<file path="src/rtl/regfile_write_queue.sv">
// regfile_write_queue: in-order write-back buffer in front of the register file, with read-hazard detection and youngest-entry forwarding
// Ports:
//   CLK, Reset_n                  clock, asynchronous active-low reset
//   InValid/InReady/InData/InAddr write-request handshake from execute/memory
//   Hold                          stalls draining; pushes still accepted
//   DataIn/Write/WriteAddr        register-file write port, one pop per cycle
//   ReadAddrA/B                   register-file read addresses to check
//   HazardA/B, FwdDataA/B         pending-write match and youngest matching data
//   Level                         number of entries held
module regfile_write_queue #(
    parameter int DEPTH  = 4,
    parameter int DATA_W = 16,
    parameter int ADDR_W = 3
) (
    input  logic                     CLK,
    input  logic                     Reset_n,
    input  logic                     InValid,
    output logic                     InReady,
    input  logic [DATA_W-1:0]        InData,
    input  logic [ADDR_W-1:0]        InAddr,
    input  logic                     Hold,
    output logic [DATA_W-1:0]        DataIn,
    output logic                     Write,
    output logic [ADDR_W-1:0]        WriteAddr,
    input  logic [ADDR_W-1:0]        ReadAddrA,
    input  logic [ADDR_W-1:0]        ReadAddrB,
    output logic                     HazardA,
    output logic                     HazardB,
    output logic [DATA_W-1:0]        FwdDataA,
    output logic [DATA_W-1:0]        FwdDataB,
    output logic [$clog2(DEPTH):0]   Level
);
    localparam int PW = $clog2(DEPTH);
    localparam int LW = PW + 1;
    logic [DATA_W-1:0] dataMem [DEPTH];
    logic [ADDR_W-1:0] addrMem [DEPTH];
    logic [PW-1:0] head, tail;
    logic push, notEmpty;
    assign notEmpty  = Level != '0;
    assign InReady   = Reset_n && (Level != LW'(DEPTH));
    assign push      = InValid && InReady;
    assign Write     = notEmpty && !Hold;
    assign DataIn    = notEmpty ? dataMem[head] : '0;
    assign WriteAddr = notEmpty ? addrMem[head] : '0;
    // Walk entries oldest to youngest so the last match seen is the youngest.
    always_comb begin
        HazardA  = 1'b0;
        HazardB  = 1'b0;
        FwdDataA = '0;
        FwdDataB = '0;
        for (int i = 0; i < DEPTH; i++) begin
            if (LW'(i) < Level && addrMem[head + PW'(i)] == ReadAddrA) begin
                HazardA  = 1'b1;
                FwdDataA = dataMem[head + PW'(i)];
            end
            if (LW'(i) < Level && addrMem[head + PW'(i)] == ReadAddrB) begin
                HazardB  = 1'b1;
                FwdDataB = dataMem[head + PW'(i)];
            end
        end
    end
    // Storage needs no reset: entries are only observed while Level covers them.
    always_ff @(posedge CLK) begin
        if (push) begin
            dataMem[tail] <= InData;
            addrMem[tail] <= InAddr;
        end
    end
    always_ff @(posedge CLK or negedge Reset_n) begin
        if (!Reset_n) begin
            head  <= '0;
            tail  <= '0;
            Level <= '0;
        end else begin
            if (push) tail <= tail + PW'(1);
            if (Write) head <= head + PW'(1);
            Level <= Level + LW'(push) - LW'(Write);
        end
    end
endmodule

</file>
<file path="config.mk">
export PLATFORM = sky130hd
export DESIGN_NAME = regfile_write_queue
export DESIGN_NICKNAME = d
export VERILOG_FILES = /design/src/rtl/regfile_write_queue.sv
export SDC_FILE = /design/constraint.sdc
export NUM_CORES = 1
export LEC_CHECK = 0
export ABC_AREA = 1
export CAP_MARGIN = 20
export CORE_MARGIN = 2
export CORE_UTILIZATION = 40
export DETAILED_ROUTE_END_ITERATION = 7
export MAX_ROUTING_LAYER = met4
export PLACE_DENSITY_LB_ADDON = 0.3
export SKIP_CTS_REPAIR_TIMING = 1
export SLEW_MARGIN = 25
export SYNTH_ARGS = -nofsm -noshare
export SYNTH_HDL_FRONTEND = slang
export SYNTH_SLANG_ARGS = --single-unit
</file>
<file path="constraint.sdc">
create_clock -name CLK -period 3 [get_ports CLK]
set_input_delay 0.75 -clock CLK [delete_from_list [all_inputs] [get_ports CLK]]
set_output_delay 0.75 -clock CLK [all_outputs]
set_load 0.01 [all_outputs]
</file>
==> flow_summary.json, run 1 <==
{
  "status": "finished with violations",
  "violations": "setup timing",
  "p_total_w": 0.0140,
  "hp-class": "reg -> reg",
  "clockRootBuffer": "clkbuf_16",
  "p_leak_nw": 5.05,
  "finalInstanceArea_mm2": 0.0102,
  "crit_slowest_cell": "dfrtp_2",
  "timing_hold_violations_final": 0,
  "fin_cells": 1422,
  "cts.sinks": 83,
  "max_slew_margin": 0.663,
  "worst_pin_slew_ns": 0.500,
  "fin_ws_ns": -0.246,
  "io_pins": 87,
  "critPathMaxFanout": 7,
  "cts_made_buffers": 9,
  "area_delta_synth_final_pct": 48.4,
  "design.core.area_mm2": 0.0166,
  "fp.dieW_um": 135,
  "gp_congestion": 0.959,
  "seqPwrFrac": 0.109,
  "syn_inst": 1008,
  "vias_per_cell": 5.22,
  "wl_per_cell_um": 16.2,
  "min_from": "tail[1]$_DFFE_PN0P_",
  "power_frac_comb": 0.817,
  "crit_arrival_ns": 2.50,
  "reg2reg_from": "Level[0]$_DFF_PN0_",
  "rows": 47,
  "p_int_w": 0.00710,
  "grt.overflow.total": 0,
  "cts_tree": "done",
  "wirelength_um": 23100,
  "whs_ns": 0.619,
  "antennaDiodeCount": 0,
  "grt_pass1_vias": 5833,
  "worst-r2r-setup-slack_ns": 0.63,
  "cp-end-kind": "output port",
  "vias": 7428,
  "drc": 0,
  "critPathRequiredTime_ns": 2.25,
  "synth_cell_types": 34,
  "post_dp_cell_area_mm2": 0.00859,
  "r2r-end": "Level[2]$_DFF_PN0_",
  "ys_seq_elements": 83,
  "portBuffers": 86,
  "crit_path_cell_trace": "inv_4, buf_12, nand2_4, nand3_4, nand2_2, buf_4, nand2_2, o21ai_2, nor2_4, buf_12, buf_4, buf_4, nand3_2, nand2_1, inv_1, nand2_1, nand2_1, buf_2",
  "fin_crit_ns": 3.25,
  "grt_pass1_wl_um": 31300,
  "dp_cells": 1358,
  "drv_slew": 0,
  "p_sw_w": 0.00690,
  "nets": 1235,
  "hpwl_um": 15300,
  "startpoint_type": "flip-flop",
  "syn_area_mm2": 0.00685,
  "clkTransAtPathRegs_ns": 0.06,
  "setup_viol": 33,
  "start_util": 0.411,
  "switching_share": 0.493,
  "cp_slowest_stage_delay_ns": 0.44,
  "max-clock-path-buffers": 2,
  "clockPowerShare": 0.074,
  "drive_gt1_frac": 0.295,
  "setup_tns_ns": -5.16,
  "dr.pass1.iters": 6,
  "cts-htree-levels": 3,
  "seq_area_frac_synth": 0.359,
  "max_freq_ghz": 0.308,
  "rsz0062_at_grt": "true",
  "finalCritPeriodShare": 1.08,
  "antenna_found_initial": 0,
  "critPathKind": "reg -> out",
  "ir_drop_mv": 0.603,
  "cap_violations": 0,
  "synth_warnings": 0,
  "drtIter0Drc": 868,
  "die_area_mm2": 0.0182,
  "syn_nets": 1046,
  "grt_max_degree": 64,
  "hold_end": "tail[1]$_DFFE_PN0P_",
  "antenna_left": 0,
  "avgSynthCellArea_um2": 6.79,
  "p_per_area_mw_per_mm2": 1380,
  "rr_worst_depth": 10,
  "skew_ns": 0.00713,
  "grt_usage": 0.224,
  "dieHeight_um": 135,
  "whs_path_depth": 2,
  "clock_latency_ns": 0.33
}
-- cells by family (layout without fill, tap and decap cells) --
| kind of cell | Yosys count | in the layout | share of synthesized area |
|---|---|---|---|
| buf+inv | 178 | 369 | 0.116 |
| mux | 12 | 12 | 0.0175 |
| xor+xnor | 4 | 4 | 0.00512 |
| flops | 83 | 83 | 0.359 |
| fa+ha+maj | 9 | 9 | 0.0175 |
| simple gates | 578 | 581 | 0.374 |
| compound gates | 144 | 144 | 0.111 |
-- per-stage QoR --
stage,utilization,worst slack (ns)
floorplan,-,0.460
CTS,0.534,-0.654
detailed placement,0.516,-0.649
finish,0.611,-0.246
global route,0.611,-0.348
global placement,0.516,-0.644
-- sequential cells by signal, indices dropped and copies added (netlist names) --
register / flops
addrMem: 12
dataMem: 64
head: 2
Level: 3
tail: 2
-- worst max-delay path by stage --
| stage | depth (start not counted) | start | slack (ns) | to |
|---|---|---|---|---|
| final | 18 | head[0]$_DFFE_PN0P_ | -0.25 | FwdDataA[15] |
| after global routing | 18 | head[0]$_DFFE_PN0P_ | -0.35 | FwdDataA[8] |
| after CTS | 13 | ReadAddrA[0] | -0.65 | FwdDataA[13] |
| after detailed placement | 13 | ReadAddrA[0] | -0.65 | FwdDataA[13] |
| after global placement | 13 | ReadAddrA[0] | -0.64 | FwdDataA[3] |
| after floorplan | 4 | Reset_n | 0.46 | addrMem[0][0]$_DFFE_PP_ |
-- routing by layer --
metal	part of all wire	vias up	GRT usage
met5	0	-	-
met4	0.031	0	0.0520
met3	0.078	60	0.0221
met2	0.43	388	0.290
met1	0.46	3346	0.366
li1	-	3634	-
-- layout by cell type, fill, tap and decap left out, drive strengths merged --
cell,count
nand4,2
nand3b,16
xnor2,1
nor2,55
or2,11
nand2,380
edfxtp,76
dfrtp,7
fa,1
ha,8
inv,124
o21ai,117
o2111ai,1
xor2,3
dlymetal6s2s,25
clkbuf,36
clkinv,3
o21a,8
mux2i,12
clkdlybuf4s50,31
clkinvlp,1
a31oi,1
a21oi,16
o211ai,1
nand3,116
buf,148
bufinv,1
nor3,1
-- cells in the mapped netlist --
| master | n | area [µm²] |
|---|---|---|
| nor3_1 | 1 | 5.00 |
| nor2_8 | 2 | 40.0 |
| or2_2 | 11 | 68.8 |
| o211ai_1 | 1 | 7.51 |
| dfrtp_1 | 7 | 175 |
| o2111ai_1 | 1 | 8.76 |
| xor2_1 | 3 | 26.3 |
| nand3b_1 | 16 | 120 |
| ha_1 | 8 | 100 |
| buf_4 | 9 | 67.6 |
| nand2_1 | 358 | 1340 |
| nand4_1 | 2 | 12.5 |
| clkbuf_1 | 13 | 48.8 |
| fa_1 | 1 | 20.0 |
| buf_6 | 9 | 101 |
| inv_1 | 121 | 454 |
| o21ai_0 | 101 | 505 |
| nor2_1 | 44 | 165 |
| nand2_2 | 15 | 93.8 |
| edfxtp_1 | 76 | 2280 |
| a21oi_1 | 15 | 75.1 |
| a21oi_4 | 1 | 16.3 |
| nand3_1 | 116 | 581 |
| buf_2 | 18 | 90.1 |
| nor2_4 | 6 | 67.6 |
| o21a_1 | 8 | 60.1 |
| mux2i_1 | 12 | 120 |
| nand2_4 | 4 | 45.0 |
| xnor2_1 | 1 | 8.76 |
| nor2_2 | 3 | 18.8 |
| inv_2 | 4 | 15.0 |
| buf_1 | 4 | 15.0 |
| a31oi_1 | 1 | 6.26 |
| o21ai_1 | 16 | 80.1 |
-- worst max-delay path: cells and delay by family, from the launching register on --
kind	cells	cell delay, ns
flops	1	0.44
simple gates	9	0.75
compound gates	1	0.06
buf+inv	8	0.91
-- layout make-up --
cell class | count | area [µm²]
Clock buffer | 12 | 236
Clock inverter | 4 | 51.3
Fill cell | 1397 | 6480
Inverter | 125 | 478
Multi-Input combinational cell | 750 | 4230
Sequential cell | 83 | 2460
Tap cell | 220 | 275
Timing Repair Buffer | 228 | 2430
-- power groups by stage --
stage	clock network (W)	logic [W]	registers, W
detailed placement	0	0.00922	0.00153
finish	0.00104	0.0114	0.00152
global route	0.00110	0.0122	0.00154
floorplan	0	0.00512	0.00154
CTS	0.00106	0.00925	0.00151
global placement	0	0.00916	0.00153
(Power assumes the default switching activity.)
==> run 2: changes to the inputs <==
Settings changed: CORE_UTILIZATION 40 to 57.
==> flow_summary.json, run 2 (synthesis results as in run 1) <==
{
  "antenna_left": 0,
  "start_util": 0.577,
  "fin_cells": 1335,
  "drtIter0Drc": 1340,
  "die_area_mm2": 0.0129,
  "rsz0062_at_grt": "true",
  "max_freq_ghz": 0.302,
  "largest_register": "dataMem",
  "io_pins": 87,
  "cap_violations": 0,
  "cts.sinks": 83,
  "status": "finished with violations",
  "violations": "setup timing",
  "dp_cells": 1289,
  "fin_ws_ns": -0.307,
  "mostFrequentLayoutCells": "nand2_1, inv_1, nand3_1, buf_4, edfxtp_1",
  "fp.dieW_um": 114,
  "skew_ns": 0.00733,
  "drive_gt1_frac": 0.273,
  "clkTransAtPathRegs_ns": 0.06,
  "final_common_cell": "nand2_1",
  "startpoint_type": "flip-flop",
  "wirelength_um": 24000,
  "vias": 8033,
  "cp-end-kind": "output port",
  "cts_made_buffers": 9,
  "clock_latency_ns": 0.33,
  "wl_per_cell_um": 18.0,
  "hp-class": "reg -> reg",
  "reg_top3": "dataMem (64), addrMem (12), Level (3)",
  "grt_pass1_vias": 6247,
  "clockRootBuffer": "clkbuf_16",
  "crit_arrival_ns": 2.56,
  "cts-htree-levels": 3,
  "grt_usage": 0.313,
  "drv_slew": 0,
  "largest_reg_flops": 64,
  "max_slew_margin": 0.650,
  "grt_max_degree": 55,
  "area_delta_synth_final_pct": 40.2,
  "antennaDiodeCount": 0,
  "cts_tree": "done",
  "portBuffers": 86,
  "critPathKind": "reg -> out",
  "fin_crit_ns": 3.31,
  "grt_pass1_wl_um": 31100,
  "finalCritPeriodShare": 1.10,
  "setup_viol": 37,
  "drc": 0,
  "max-clock-path-buffers": 2,
  "critPathMaxFanout": 8,
  "rows": 40,
  "nets": 1221,
  "hpwl_um": 14800,
  "dieHeight_um": 114,
  "gp_congestion": 1.06,
  "antenna_found_initial": 0,
  "critPathRequiredTime_ns": 2.25,
  "timing_hold_violations_final": 0,
  "dr.pass1.iters": 8,
  "design.core.area_mm2": 0.0119,
  "vias_per_cell": 6.02,
  "worst_pin_slew_ns": 0.519,
  "grt.overflow.total": 0
}
[run 2: through the flow]
stage / instance area [µm²] / TNS, ns / util / setup WS [ns] / hold WS (ns)
6_report: 9600 / -7.91 / 0.809 / -0.307 / 0.602
5_1_grt: 9600 / -10.90 / 0.809 / -0.408 / 0.653
4_1_cts: 8770 / -22.61 / 0.740 / -0.643 / 0.613
3_5_place_dp: 8520 / -20.00 / 0.718 / -0.644 / 0.605
3_3_place_gp: 8520 / -19.04 / 0.718 / -0.632 / 0.581
2_1_floorplan: 6850 / 0 / - / 0.460 / 0.454
[run 2: final timing paths]
path,end,cells after the start,slack [ns],from
setup / recovery,FwdDataB[7],15,-0.31,head[0]$_DFFE_PN0P_
hold reg to reg,tail[1]$_DFFE_PN0P_,2,0.60,tail[1]$_DFFE_PN0P_
setup reg to reg,Level[2]$_DFF_PN0_,10,0.66,Level[0]$_DFF_PN0_
max in group asynchronous,head[1]$_DFFE_PN0P_,2,2.13,Reset_n
hold / removal,tail[1]$_DFFE_PN0P_,2,0.60,tail[1]$_DFFE_PN0P_
min in group asynchronous,Level[0]$_DFF_PN0_,2,0.73,Reset_n
[run 2: final cells by class]
type,count,area [µm²]
fillers,687,2260
inverters,125,479
repair buffers,214,2110
flip-flops and latches,83,2460
clock inverters,5,20.0
clock buffers,11,233
well taps,147,184
multi-input cells,750,4110
[run 2: critical path, cell delays in order (launching register included)]
cell and delay (ns):
dfrtp_2 0.45, clkinv_4 0.11, buf_6 0.12, nand2_8 0.06, nand2_8 0.10, buf_6 0.11
nand2_2 0.06, nand3_2 0.07, nand2_2 0.07, nor2_4 0.26, nand2_8 0.12, clkbuf_16 0.19
nand2_1 0.08, nand3_1 0.10, a21oi_2 0.15, buf_2 0.14
[run 2: layer usage]
layer | global-route usage | vias up | share of wire
met5 | - | - | 0
met4 | 0.0805 | 0 | 0.050
met3 | 0.0707 | 164 | 0.14
met2 | 0.437 | 729 | 0.43
met1 | 0.462 | 3537 | 0.38
li1 | - | 3603 | -
Power of run 2 is not shown: default switching activity piles up to over one toggle a cycle in this logic, so the estimate is an artifact.
